**config.mk**
```make
export PLATFORM = sky130hd
export DESIGN_NAME = persiana_motor_driver
export DESIGN_NICKNAME = d
export VERILOG_FILES = /design/src/rtl/persiana_motor_driver.sv
export SDC_FILE = /design/constraint.sdc
export NUM_CORES = 1
export LEC_CHECK = 0
export CAP_MARGIN = 20
export CORE_ASPECT_RATIO = 0.75
export CORE_MARGIN = 2
export CORE_UTILIZATION = 55
export CTS_BUF_LIST = sky130_fd_sc_hd__clkbuf_8 sky130_fd_sc_hd__clkbuf_16
export DETAILED_ROUTE_END_ITERATION = 16
export GPL_ROUTABILITY_DRIVEN = 0
export GPL_TIMING_DRIVEN = 0
export PLACE_DENSITY = 0.81
export REMOVE_ABC_BUFFERS = 1
export SYNTH_ARGS = -nofsm -noshare
export SYNTH_HDL_FRONTEND = slang
export SYNTH_SLANG_ARGS = --single-unit
```
**constraint.sdc**
```tcl
create_clock -name Reloj -period 6.4 [get_ports Reloj]
set_input_delay 1.28 -clock Reloj [delete_from_list [all_inputs] [get_ports Reloj]]
set_output_delay 1.28 -clock Reloj [all_outputs]
set_load 0.1 [all_outputs]
```
**src/rtl/persiana_motor_driver.sv**
```systemverilog
// Relay output stage for the blind controller: interlocked up/down enables,
// dead time between runs, end-switch cutoff and a latched run-timeout fault.
// Optional short-circuit brake output "freno" when PERSIANA_BRAKE_EN is defined.
module persiana_motor_driver #(
  parameter int DEAD_CYCLES    = 8,
  parameter int TIMEOUT_CYCLES = 1000,
  parameter int CNT_W          = 16
) (
  input  logic Reloj,
  input  logic reset,
  input  logic subir,
  input  logic bajar,
  input  logic Ssup,
  input  logic Sinf,
  output logic motor_up,
  output logic motor_down,
  output logic busy,
  output logic fault
`ifdef PERSIANA_BRAKE_EN
  ,
  output logic freno
`endif
);

  typedef enum logic [2:0] {
    IDLE     = 3'd0,
    RUN_UP   = 3'd1,
    RUN_DOWN = 3'd2,
    DEAD     = 3'd3,
    FAULT    = 3'd4
  } state_t;

  localparam logic [CNT_W-1:0] RUN_LAST  = CNT_W'(TIMEOUT_CYCLES - 1);
  localparam logic [CNT_W-1:0] DEAD_LOAD = CNT_W'(DEAD_CYCLES - 1);

  state_t           state_reg, state_next;
  logic [CNT_W-1:0] run_cnt_reg, run_cnt_next;
  logic [CNT_W-1:0] dead_cnt_reg, dead_cnt_next;

  logic req_up, req_dn;

  // Simultaneous subir/bajar is a stop request, so neither direction is valid.
  assign req_up = subir & ~bajar & ~Ssup;
  assign req_dn = bajar & ~subir & ~Sinf;

  always_comb begin
    state_next    = state_reg;
    run_cnt_next  = run_cnt_reg;
    dead_cnt_next = dead_cnt_reg;
    case (state_reg)
      IDLE: begin
        if (req_up) begin
          state_next   = RUN_UP;
          run_cnt_next = '0;
        end else if (req_dn) begin
          state_next   = RUN_DOWN;
          run_cnt_next = '0;
        end
      end
      RUN_UP: begin
        if (!req_up) begin
          state_next    = DEAD;
          dead_cnt_next = DEAD_LOAD;
        end else if (run_cnt_reg == RUN_LAST) begin
          state_next = FAULT;
        end else begin
          run_cnt_next = run_cnt_reg + 1'b1;
        end
      end
      RUN_DOWN: begin
        if (!req_dn) begin
          state_next    = DEAD;
          dead_cnt_next = DEAD_LOAD;
        end else if (run_cnt_reg == RUN_LAST) begin
          state_next = FAULT;
        end else begin
          run_cnt_next = run_cnt_reg + 1'b1;
        end
      end
      DEAD: begin
        // Always drains back to IDLE, so a reversal can never skip the gap.
        if (dead_cnt_reg == '0) begin
          state_next = IDLE;
        end else begin
          dead_cnt_next = dead_cnt_reg - 1'b1;
        end
      end
      FAULT: state_next = FAULT;
      default: state_next = IDLE;
    endcase
  end

  // Outputs are registered from the next-state decode, so they track state_reg.
  always_ff @(posedge Reloj) begin
    if (reset) begin
      state_reg    <= IDLE;
      run_cnt_reg  <= '0;
      dead_cnt_reg <= '0;
      motor_up     <= 1'b0;
      motor_down   <= 1'b0;
      busy         <= 1'b0;
      fault        <= 1'b0;
`ifdef PERSIANA_BRAKE_EN
      freno        <= 1'b0;
`endif
    end else begin
      state_reg    <= state_next;
      run_cnt_reg  <= run_cnt_next;
      dead_cnt_reg <= dead_cnt_next;
      motor_up     <= (state_next == RUN_UP);
      motor_down   <= (state_next == RUN_DOWN);
      busy         <= (state_next != IDLE);
      fault        <= (state_next == FAULT);
`ifdef PERSIANA_BRAKE_EN
      freno        <= (state_next == DEAD);
`endif
    end
  end

endmodule

```
==> results of run 1 <==
## stage by stage
step	instances	cell area (µm²)	total power, mW
floorplan	230	1960	0.742
CTS	299	2250	1.10
global route	300	2260	1.20
finish	300	2260	1.11
global placement	291	2110	0.835
detailed placement	291	2110	0.850
## path summary, 6_finish.rpt
check                                       from                to  slack (ps)  cells past startpoint
worst min-delay path            dead_cnt_reg[14]  dead_cnt_reg[14]         490                      2
worst min register to register  dead_cnt_reg[14]  dead_cnt_reg[14]         490                      2
worst max-delay path                       subir   dead_cnt_reg[6]        2990                      6
worst max register to register    run_cnt_reg[0]    run_cnt_reg[7]        3980                      6
## cell usage after synthesis, types with 5 or more instances
library cell and count:
sky130_fd_sc_hd__o31ai_1 5, sky130_fd_sc_hd__a21oi_1 25, sky130_fd_sc_hd__nor4_1 5, sky130_fd_sc_hd__nand2b_1 5, sky130_fd_sc_hd__or4_1 13, sky130_fd_sc_hd__nand2_1 13, sky130_fd_sc_hd__dfxtp_1 39, sky130_fd_sc_hd__o21ai_0 18
sky130_fd_sc_hd__nor2_1 19, sky130_fd_sc_hd__nand3_1 7, sky130_fd_sc_hd__inv_1 8, sky130_fd_sc_hd__or3_1 23
## tightest hold or removal path: cells and delay by family, from the launching register on
family	cells	cell delay, ps
flip-flops	1	320
AO/OA/AOI/OAI	2	130
## metal layers
metal / wire (µm) / vias up
li1: - / 924
met1: 2150 / 881
met2: 1720 / 24
met3: 143 / 8
met4: 53 / 0
met5: 0 / -
## area by class of cell
class,count,area (µm²),area share
Clock buffer,5,68.8,0.0305
Clock inverter,3,67.6,0.0299
Inverter,8,30.0,0.0133
Multi-Input combinational cell,183,1140,0.507
Sequential cell,39,781,0.346
Tap cell,52,65.1,0.0288
Timing Repair Buffer,10,101,0.0449
## power by group
part           internal [mW]  switching, mW  leakage, nW  total [mW]
sequential             0.301         0.0619        0.317       0.363
clock                  0.155         0.0895       0.0644       0.245
combinational          0.192          0.311        0.368       0.503
## cells by family after synthesis
group,Yosys count,synth area share
adder cells (fa/ha/maj),2,0.0124
XOR/XNOR,5,0.0217
AO/OA/AOI/OAI,64,0.200
multiplexers,4,0.0198
flip-flops,39,0.386
buffers and inverters,19,0.0471
AND/OR/NAND/NOR,108,0.313
==> metrics.sh, run 1 <==
OUTCOME='completed'
POST_DRT_WL_PER_CELL_UM=13.5
WORSTSETUPSTARTPOINTTYPE='input pin'
PLACEMENT_ROWS=19
HIGHEST_DELAY_CELL_ALONG_THE_CRITICAL_PATH='sky130_fd_sc_hd__nor3b_1'
YOSYS_REGISTER_BITS=39
CLOCK_SINKS=39
POWER-PER-CELL-AREA_mW_PER_MM2=492
YOSYS_MOST_USED_DFF='sky130_fd_sc_hd__dfxtp_1'
UNREPAIRED_SETUP_ENDPOINTS_AFTER_GLOBAL_ROUTING='false'
DETAIL_ROUTE.FIRST_PASS.ITERATIONS=4
GLOBAL_ROUTE.USAGE.MET3=0.0557
MAXCAPVIOLATIONS=0
FINAL_ANTENNA_DIODE_COUNT=0
BUFFER_PORTS.INSERTED=9
TIMING.CRITICAL_PATH.ARRIVAL_PS=3630
GRT_FIRST_PASS_WIRELENGTH_UM=7490
DP_SLACK_PS=2450
WORST_PATH_FANOUT_MAX=12
POST-CTS-SETUP-BUFFERS=0
DESIGN.DIE.AREA_MM2=0.00418
VIAS_PER_CELL=6.12
AREAGROWTHSYNTHTOFINISH_PCT=11.8
CORE_MM2=0.00359
INITIAL_UTILIZATION=0.563
GRT_MAX_DEGREE=28
YOSYS.AREA.TOP_TYPE_SHARE=0.386
YS_TYPES=45
MAX_CLOCK_SKEW_PS=5.22
GRTUSAGETOTAL=0.227
CTS_REPAIR_RESIZED_INSTS=0
TIMING.CRITICAL_PATH.SLOWEST_CELL_DELAY_PS=560
POSTLAYOUTSETUPSLACKWORST_PS=2990
NUMBER_OF_GLOBAL_ROUTE_VIAS_BEFORE_REPAIR=1689
CLOCK_TREE.ROOT_CELL='sky130_fd_sc_hd__clkbuf_8'
WORST_PATH_DOMINANT_CELL_FAMILY='simple AND/OR/NAND/NOR gates'
WORSTSETUPENDPOINTTYPE='register'
CLK-INSERTION-DELAY-LATE_PS=290
DRT-TOTAL-WL_UM=4060
SETUP_VIOL=0
SYNTH.AVG_CELL_AREA_UM2=8.38
CTSHOLDBUFFERS=0
SYNTHESIS.YOSYS.WARNINGS=0
USE_MET2=0.311
LAYOUT.CELLS.MOST_COMMON_LIST='sky130_fd_sc_hd__dfxtp_1 (39), sky130_fd_sc_hd__a21oi_1 (25), sky130_fd_sc_hd__or3_1 (23), sky130_fd_sc_hd__nor2_1 (19), sky130_fd_sc_hd__o21ai_0 (18)'
DIEHEIGHT_UM=56.5
DETAILEDPLACEMENTHPWL_UM=2830
CTS_MAX_PATH_BUFFERS=2
CTS_INSERTED_BUFFERS=5
POST_SYNTHESIS_SEQUENTIAL_AREA_RATIO=0.386
DRIVE_ABOVE_1_SHARE=0.0685
CELLS_TAKING_THE_MOST_AREA_AFTER_SYNTHESIS='sky130_fd_sc_hd__dfxtp_1 (39%), sky130_fd_sc_hd__or3_1 (7.1%), sky130_fd_sc_hd__a21oi_1 (6.2%)'
FINAL_COMMON_CELL='sky130_fd_sc_hd__dfxtp_1'
WORST_EP_REQUIRED_TIME_PS=6620
FINISH.NET_COUNT=255
GRT.MET1_USAGE=0.342
MAX_SLEW_VIOLATIONS=0
IO_PINS=10
DRTANTENNAVIOLNETS=0
VDD.IR_DROP.WORST_mV=0.437
DETAILED_ROUTE_DRC_ERROR_COUNT=0
FINAL_CORE_UTIL=0.629
FIN_TNS_SETUP_PS=0
PERIOD_SHARE=0.532
SETUP.WORST_PATH.CLASS='in -> reg'
SYNTH_AREA_LEADER_CELL='sky130_fd_sc_hd__dfxtp_1'
TIMING.CRITICAL_PATH.BUF_INV=1
CTS_MAX_LEVEL=2
ASYNC_RESET_FF_FRAC=0
SYNTH-EDFF-COUNT=0
HOLD_SLACK_PS=488
FP.DIEW_UM=74.0
PERIOD_MINUS_SLACK_PS=3410
CLASS_OF_THE_MOST_CRITICAL_HOLD_TIMING_PATH='reg -> reg'
FMAX_GHz=0.294
MAX_SLEW.WORST_PIN.SLEW_PS=973
DETAILEDROUTE.FIRSTITERATIONVIOLATIONS=140
CLKTRANSATPATHREGS_PS=80
DR_TOTAL_VIAS=1837
GRT_BUSIEST_LAYER='met1'
CRITICAL_PATH_CELL_BY_CELL='clkdlybuf4s50_1 > nor3b_1 > a2bb2oi_1 > nand2b_1 > or4_1 > o21ai_0'
POWER.STATIC_LEAKAGE_nW=0.749
FINAL_HOLD_VIOL_COUNT=0
GRT_ANTENNA_BEFORE_REPAIR=0
LAYOUT.FILLER_CELLS=297
MAX-SLEW-MARGIN-REL=0.349
CTS_TREE='built'
SYNTHCELLS=241
GRT_OVERFLOW=0
SYNTH.CELL_AREA_MM2=0.00202
No activity file was read; power rests on OpenSTA's default activity.
==> run 2: changes to the inputs <==
--- a/config.mk
+++ b/config.mk
@@ -8,7 +8,7 @@
 export CAP_MARGIN = 20
 export CORE_ASPECT_RATIO = 0.75
 export CORE_MARGIN = 2
-export CORE_UTILIZATION = 55
+export CORE_UTILIZATION = 53
 export CTS_BUF_LIST = sky130_fd_sc_hd__clkbuf_8 sky130_fd_sc_hd__clkbuf_16
 export DETAILED_ROUTE_END_ITERATION = 16
 export GPL_ROUTABILITY_DRIVEN = 0
==> constraint.sdc (replaced) <==
create_clock -name Reloj -period 2.94 [get_ports Reloj]
set_input_delay 0.588 -clock Reloj [delete_from_list [all_inputs] [get_ports Reloj]]
set_output_delay 0.588 -clock Reloj [all_outputs]
set_load 0.1 [all_outputs]
==> run 2 against run 1 <==
Cell area is 1.5% lower. Critical path depth stayed put. Combinational power is 110% higher. Via count is 2.6% lower. Routed wire length is 1.1% lower. Global-route usage is 1.0 points lower. Largest power group unchanged. Register-to-register slack worse by 3500 ps. Largest cell class unchanged. Clock-buffer cell count is 2 higher. Worst hold slack worse by 0.71 ps. Sequential power is 120% higher. Utilization is 2.1 points lower. Cell count is 0.33% lower.
==> metrics.sh, run 2 (synthesis gave the netlist of run 1 again) <==
REGISTER_AREA_UM2=781
GRT_ANTENNA_BEFORE_REPAIR=0
FP.DIEW_UM=75.3
PERIOD_MINUS_SLACK_PS=2630
CLK-INSERTION-DELAY-LATE_PS=290
INITIAL_UTILIZATION=0.552
OUTCOME='completed'
DRTANTENNAVIOLNETS=0
GRT_OVERFLOW=0
HIGHEST_DELAY_CELL_ALONG_THE_CRITICAL_PATH='sky130_fd_sc_hd__or4_1'
CTS_MAX_LEVEL=2
VDD.IR_DROP.WORST_mV=0.921
CTSHOLDBUFFERS=0
MAX_SLEW_VIOLATIONS=0
DETAIL_ROUTE.FIRST_PASS.ITERATIONS=5
POSTLAYOUTSETUPSLACKWORST_PS=305
SETUP.WORST_PATH.CLASS='in -> reg'
IO_PINS=10
DP_SLACK_PS=-322
TIMING.CRITICAL_PATH.BUF_INV=1
DETAILED_ROUTE_DRC_ERROR_COUNT=0
MAX_SLEW.WORST_PIN.SLEW_PS=968
WORST_EP_REQUIRED_TIME_PS=3160
GRT_MAX_DEGREE=28
CLOCK_TREE.ROOT_CELL='sky130_fd_sc_hd__clkbuf_8'
MIN_TO='run_cnt_reg[15]'
CLOCK_SINKS=39
REG2REG_TO='run_cnt_reg[7]'
FMAX_GHz=0.380
DESIGN.DIE.AREA_MM2=0.00433
MAX-SLEW-MARGIN-REL=0.352
HOLD_SLACK_PS=487
PERIOD_SHARE=0.896
SETUP_VIOL=0
VIAS_PER_CELL=5.99
WORSTSETUPENDPOINTTYPE='register'
WL_MET2_UM=1680
LAYOUT.FILLER_CELLS=315
DR_TOTAL_VIAS=1790
FINAL_COMMON_CELL='sky130_fd_sc_hd__dfxtp_1'
MAX_CLOCK_SKEW_PS=4.81
WIRELENGTH_MET1_UM=2100
POST-CTS-SETUP-BUFFERS=0
TIMING.CRITICAL_PATH.ARRIVAL_PS=2860
BUFFER_PORTS.INSERTED=9
UNREPAIRED_SETUP_ENDPOINTS_AFTER_GLOBAL_ROUTING='false'
MIN_DELAY_PATH_DEPTH=2
CRIT-REG2REG-LAUNCH='run_cnt_reg[0]'
FF2FF_PATH_DEPTH=6
MAXCAPVIOLATIONS=0
GRTUSAGETOTAL=0.216
CRITICAL_PATH_CELL_BY_CELL='clkdlybuf4s50_1 > or3b_2 > a2bb2oi_1 > nand2b_1 > or4_1 > o21ai_0'
CTS_TREE='built'
REG2REG_SETUP_SLACK_PS=490
DIEHEIGHT_UM=57.5
FINISH.NET_COUNT=254
WORST_PATH_FANOUT_MAX=12
DRT-TOTAL-WL_UM=4020
FINAL_ANTENNA_DIODE_COUNT=0
MULTI_INPUT_AREA_MM2=0.00116
MET3_WIRE_LEN_UM=179
DETAILEDPLACEMENTHPWL_UM=2830
DR.MAX_LAYER_USED='met4'
LAYOUT.CELLS.MOST_COMMON_LIST='sky130_fd_sc_hd__dfxtp_1 (39), sky130_fd_sc_hd__a21oi_1 (25), sky130_fd_sc_hd__or3_1 (23), sky130_fd_sc_hd__nor2_1 (19), sky130_fd_sc_hd__o21ai_0 (18)'
FINAL_HOLD_VIOL_COUNT=0
POST_DRT_WL_PER_CELL_UM=13.4
NUMBER_OF_GLOBAL_ROUTE_VIAS_BEFORE_REPAIR=1589
DETAILEDROUTE.FIRSTITERATIONVIOLATIONS=198
WORSTSETUPSTARTPOINTTYPE='input pin'
CTS_MAX_PATH_BUFFERS=2
CLKTRANSATPATHREGS_PS=70
WORST_PATH_DOMINANT_CELL_FAMILY='simple AND/OR/NAND/NOR gates'
PLACEMENT_ROWS=19
GRT_FIRST_PASS_WIRELENGTH_UM=7220
POWER.STATIC_LEAKAGE_nW=0.738
CTS_INSERTED_BUFFERS=5
DRIVE_ABOVE_1_SHARE=0.0648
TIMING.CRITICAL_PATH.SLOWEST_CELL_DELAY_PS=540
CORE_MM2=0.00366
CLASS_OF_THE_MOST_CRITICAL_HOLD_TIMING_PATH='reg -> reg'
AREAGROWTHSYNTHTOFINISH_PCT=10.1
POWER-PER-CELL-AREA_mW_PER_MM2=1020
HOLD_PATH_STARTPOINT='run_cnt_reg[15]'
[run 2: layer usage]
| layer | track usage | vias up |
|---|---|---|
| met4 | 0.0752 | 0 |
| met3 | 0.0530 | 7 |
| li1 | - | 918 |
| met5 | 0 | - |
| met2 | 0.293 | 40 |
| met1 | 0.332 | 825 |
[run 2: worst max-delay path by stage]
stage,from,endpoint,slack [ps],cells after the start
floorplan,subir,busy,610,5
global placement,subir,busy,-290,6
detailed placement,subir,busy,-320,6
CTS,subir,dead_cnt_reg[6],200,6
global route,run_cnt_reg[0],run_cnt_reg[7],170,6
finish,bajar,dead_cnt_reg[6],310,6
[run 2: stage by stage]
stage	TNS (ps)	total power [mW]	instances	area (µm²)	utilization
CTS	0	2.26	299	2220	0.606
detailed placement	-3340	1.84	291	2110	0.577
global placement	-2960	1.82	291	2110	0.577
floorplan	0	1.62	230	1960	-
global route	0	2.45	299	2220	0.608
finish	0	2.27	299	2220	0.608
[run 2: cell type report]
cell class,instances,area share
Timing Repair Buffer,9,0.0405
Clock buffer,7,0.0433
Sequential cell,39,0.351
Inverter,8,0.0135
Clock inverter,1,0.00169
Tap cell,52,0.0292
Multi-Input combinational cell,183,0.521
[run 2: power by group]
| group | total, mW | internal (mW) | switching [mW] |
|---|---|---|---|
| Clock | 0.399 | 0.211 | 0.188 |
| Combinational | 1.08 | 0.406 | 0.672 |
| Sequential | 0.791 | 0.656 | 0.135 |
[run 2: repair_timing]
action / in CTS / in global routing
endpoints found under the setup margin: 2 / 2
pin swaps: 0 / 0
gates resized for setup: 1 / 1
[run 2: worst min-delay path, stage by stage (launching register included)]
cell,delay (ps)
sky130_fd_sc_hd__dfxtp_1,330
sky130_fd_sc_hd__o31ai_1,60
sky130_fd_sc_hd__a21oi_1,50
==> run 3: changes to the inputs <==
--- a/config.mk
+++ b/config.mk
@@ -7,12 +7,12 @@
 export LEC_CHECK = 0
 export CAP_MARGIN = 20
 export CORE_ASPECT_RATIO = 0.75
-export CORE_MARGIN = 2
 export CORE_UTILIZATION = 53
 export CTS_BUF_LIST = sky130_fd_sc_hd__clkbuf_8 sky130_fd_sc_hd__clkbuf_16
 export DETAILED_ROUTE_END_ITERATION = 16
 export GPL_ROUTABILITY_DRIVEN = 0
 export GPL_TIMING_DRIVEN = 0
+export MAX_ROUTING_LAYER = met4
 export PLACE_DENSITY = 0.81
 export REMOVE_ABC_BUFFERS = 1
 export SYNTH_ARGS = -nofsm -noshare
==> run 3 against run 2 <==
Total power rose by 0.34%. Critical endpoint unchanged. Clock skew up 3.3 ps. Routed wire length is 2.2% higher. Maximum frequency shrank 4.5%. Worst setup slack got worse by 120 ps. Clock power barely moved. Critical path type unchanged. Combinational power hardly changed.
==> metrics.sh, run 3 (synthesis gave the netlist of run 1 again) <==
TIMING.CRITICAL_PATH.SLOWEST_CELL_DELAY_PS=600
OUTCOME='completed'
CRITICAL_PATH_CELL_BY_CELL='clkdlybuf4s50_1 > nor3b_1 > a2bb2oi_1 > nand2b_1 > or4_1 > o21ai_0'
IO_PINS=10
MAX-SLEW-MARGIN-REL=0.347
POST_DRT_WL_PER_CELL_UM=13.7
FINAL_COMMON_CELL='sky130_fd_sc_hd__dfxtp_1'
POWER-PER-CELL-AREA_mW_PER_MM2=1030
POWER.STATIC_LEAKAGE_nW=0.736
REG2REG_SETUP_SLACK_PS=570
NUMBER_OF_GLOBAL_ROUTE_VIAS_BEFORE_REPAIR=1604
DETAIL_ROUTE.FIRST_PASS.ITERATIONS=4
SWITCHING_POWER_mW=1.00
SETUP_VIOL=0
DETAILED_ROUTE_DRC_ERROR_COUNT=0
HOLD_PATH_STARTPOINT='dead_cnt_reg[13]'
MIN_TO='dead_cnt_reg[13]'
FP.DIEW_UM=73.3
INITIAL_UTILIZATION=0.552
VDD.IR_DROP.WORST_mV=0.834
GRT_MAX_DEGREE=28
PERIOD_MINUS_SLACK_PS=2760
MIN_DELAY_PATH_DEPTH=2
WORSTSETUPENDPOINTTYPE='register'
POSTLAYOUTSETUPSLACKWORST_PS=180
WORST_PATH_FANOUT_MAX=12
CLASS_OF_THE_MOST_CRITICAL_HOLD_TIMING_PATH='reg -> reg'
DRT-TOTAL-WL_UM=4110
DIEHEIGHT_UM=55.5
FMAX_GHz=0.362
WORST_PATH_DOMINANT_CELL_FAMILY='simple AND/OR/NAND/NOR gates'
TIMING.CRITICAL_PATH.ARRIVAL_PS=2980
SWSHARE=0.441
SEQUENTIALPOWERSHARE=0.346
MAX_SLEW_VIOLATIONS=0
LAYOUT.FILLER_CELLS=326
TIMING.CRITICAL_PATH.BUF_INV=1
DP_SLACK_PS=-355
P_INT_mW=1.27
CLK-INSERTION-DELAY-LATE_PS=300
MAX_CLOCK_SKEW_PS=8.10
MAX_SLEW.WORST_PIN.SLEW_PS=977
CLOCK_TREE.ROOT_CELL='sky130_fd_sc_hd__clkbuf_8'
PERIOD_SHARE=0.939
BUFFER_PORTS.INSERTED=9
CTS_INSERTED_BUFFERS=5
CRIT-REG2REG-LAUNCH='run_cnt_reg[0]'
SHARE_COMB_OF_TOTAL_POWER=0.478
FINAL_ANTENNA_DIODE_COUNT=0
POWER.CLOCK.FRACTION=0.176
FF2FF_PATH_DEPTH=6
FINAL_CORE_UTIL=0.606
WORSTSETUPSTARTPOINTTYPE='input pin'
AREAGROWTHSYNTHTOFINISH_PCT=9.85
HOLD_SLACK_PS=486
REG2REG_TO='run_cnt_reg[7]'
CTS_TREE='built'
MAXCAPVIOLATIONS=0
HIGHEST_DELAY_CELL_ALONG_THE_CRITICAL_PATH='sky130_fd_sc_hd__nor3b_1'
DR_TOTAL_VIAS=1804
DETAILEDROUTE.FIRSTITERATIONVIOLATIONS=174
POST-CTS-SETUP-BUFFERS=0
CLKTRANSATPATHREGS_PS=70
WORST_EP_REQUIRED_TIME_PS=3160
DESIGN.DIE.AREA_MM2=0.00407
SETUP.WORST_PATH.CLASS='in -> reg'
PLACEMENT_ROWS=19
CTS_MAX_PATH_BUFFERS=2
GRT_FIRST_PASS_WIRELENGTH_UM=7170
GRTUSAGETOTAL=0.235
DETAILEDPLACEMENTHPWL_UM=2800
CORE_MM2=0.00366
DRIVE_ABOVE_1_SHARE=0.0607
GRT_OVERFLOW=0
VIAS_PER_CELL=6.03
DRTANTENNAVIOLNETS=0
GRT_ANTENNA_BEFORE_REPAIR=0
CTS_MAX_LEVEL=2
FINISH.NET_COUNT=254
CLOCK_SINKS=39
UNREPAIRED_SETUP_ENDPOINTS_AFTER_GLOBAL_ROUTING='false'
FINAL_HOLD_VIOL_COUNT=0
LAYOUT.CELLS.MOST_COMMON_LIST='sky130_fd_sc_hd__dfxtp_1 (39), sky130_fd_sc_hd__a21oi_1 (25), sky130_fd_sc_hd__or3_1 (23), sky130_fd_sc_hd__nor2_1 (19), sky130_fd_sc_hd__o21ai_0 (18)'
==> run 3: cell types whose count changed in the layout (fill, tap and decap cells not counted) <==
cell                      delta
sky130_fd_sc_hd__nor3b_1     +1
sky130_fd_sc_hd__nor3b_2     -1
==> run 3: per-stage QoR <==
step                      cells  cell area, µm²  power, mW  setup TNS [ps]
after floorplan             230            1960       1.62               0
after global placement      291            2110       1.82           -3420
after detailed placement    291            2110       1.85           -4030
after CTS                   299            2220       2.27               0
after global routing        299            2220       2.46               0
final                       299            2220       2.28               0
==> run 3: metal layers <==
metal	routed length, µm	vias to the layer above	global-route usage
met5	0	-	-
met4	51	0	0.0742
met3	203	6	0.0748
met2	1690	42	0.307
met1	2160	836	0.341
li1	-	920	-
==> run 3: worst max path at each step <==
| stage | startpoint | endpoint | slack (ps) | cells past startpoint |
|---|---|---|---|---|
| 5_1_grt | subir | dead_cnt_reg[6] | 10 | 6 |
| 3_5_place_dp | subir | busy | -350 | 6 |
| 4_1_cts | subir | dead_cnt_reg[6] | 190 | 6 |
| 3_3_place_gp | subir | busy | -310 | 6 |
| 2_1_floorplan | subir | busy | 610 | 5 |
| 6_report | subir | dead_cnt_reg[6] | 180 | 6 |
==> run 3: power groups by stage <==
stage / combinational, mW / sequential [mW] / clock [mW]
floorplan: 0.723 / 0.892 / 0
global placement: 1.03 / 0.791 / 0
detailed placement: 1.06 / 0.793 / 0
CTS: 1.08 / 0.784 / 0.405
global route: 1.22 / 0.812 / 0.428
finish: 1.09 / 0.788 / 0.400
==> run 3: repair_timing <==
| action | in CTS | in global routing |
|---|---|---|
| gates resized for setup | 1 | 0 |
| setup endpoints to repair | 3 | 0 |
| hold buffers | 0 | 0 |
==> run 3: worst reg2reg max path, stage by stage, from the launching register on <==
cell and delay (ps):
sky130_fd_sc_hd__dfxtp_1 360, sky130_fd_sc_hd__ha_1 220, sky130_fd_sc_hd__nor4bb_1 290, sky130_fd_sc_hd__nand4b_1 390, sky130_fd_sc_hd__o211ai_1 710, sky130_fd_sc_hd__o21ai_0 200
sky130_fd_sc_hd__a21oi_1 140
==> run 3: final cells by class <==
type	count	area, µm²	area share
clock buffers	7	96.3	0.0434
clock inverters	1	3.75	0.00169
inverters	8	30.0	0.0135
multi-input cells	183	1150	0.520
flip-flops and latches	39	781	0.352
well taps	52	65.1	0.0293
repair buffers	9	90.1	0.0406
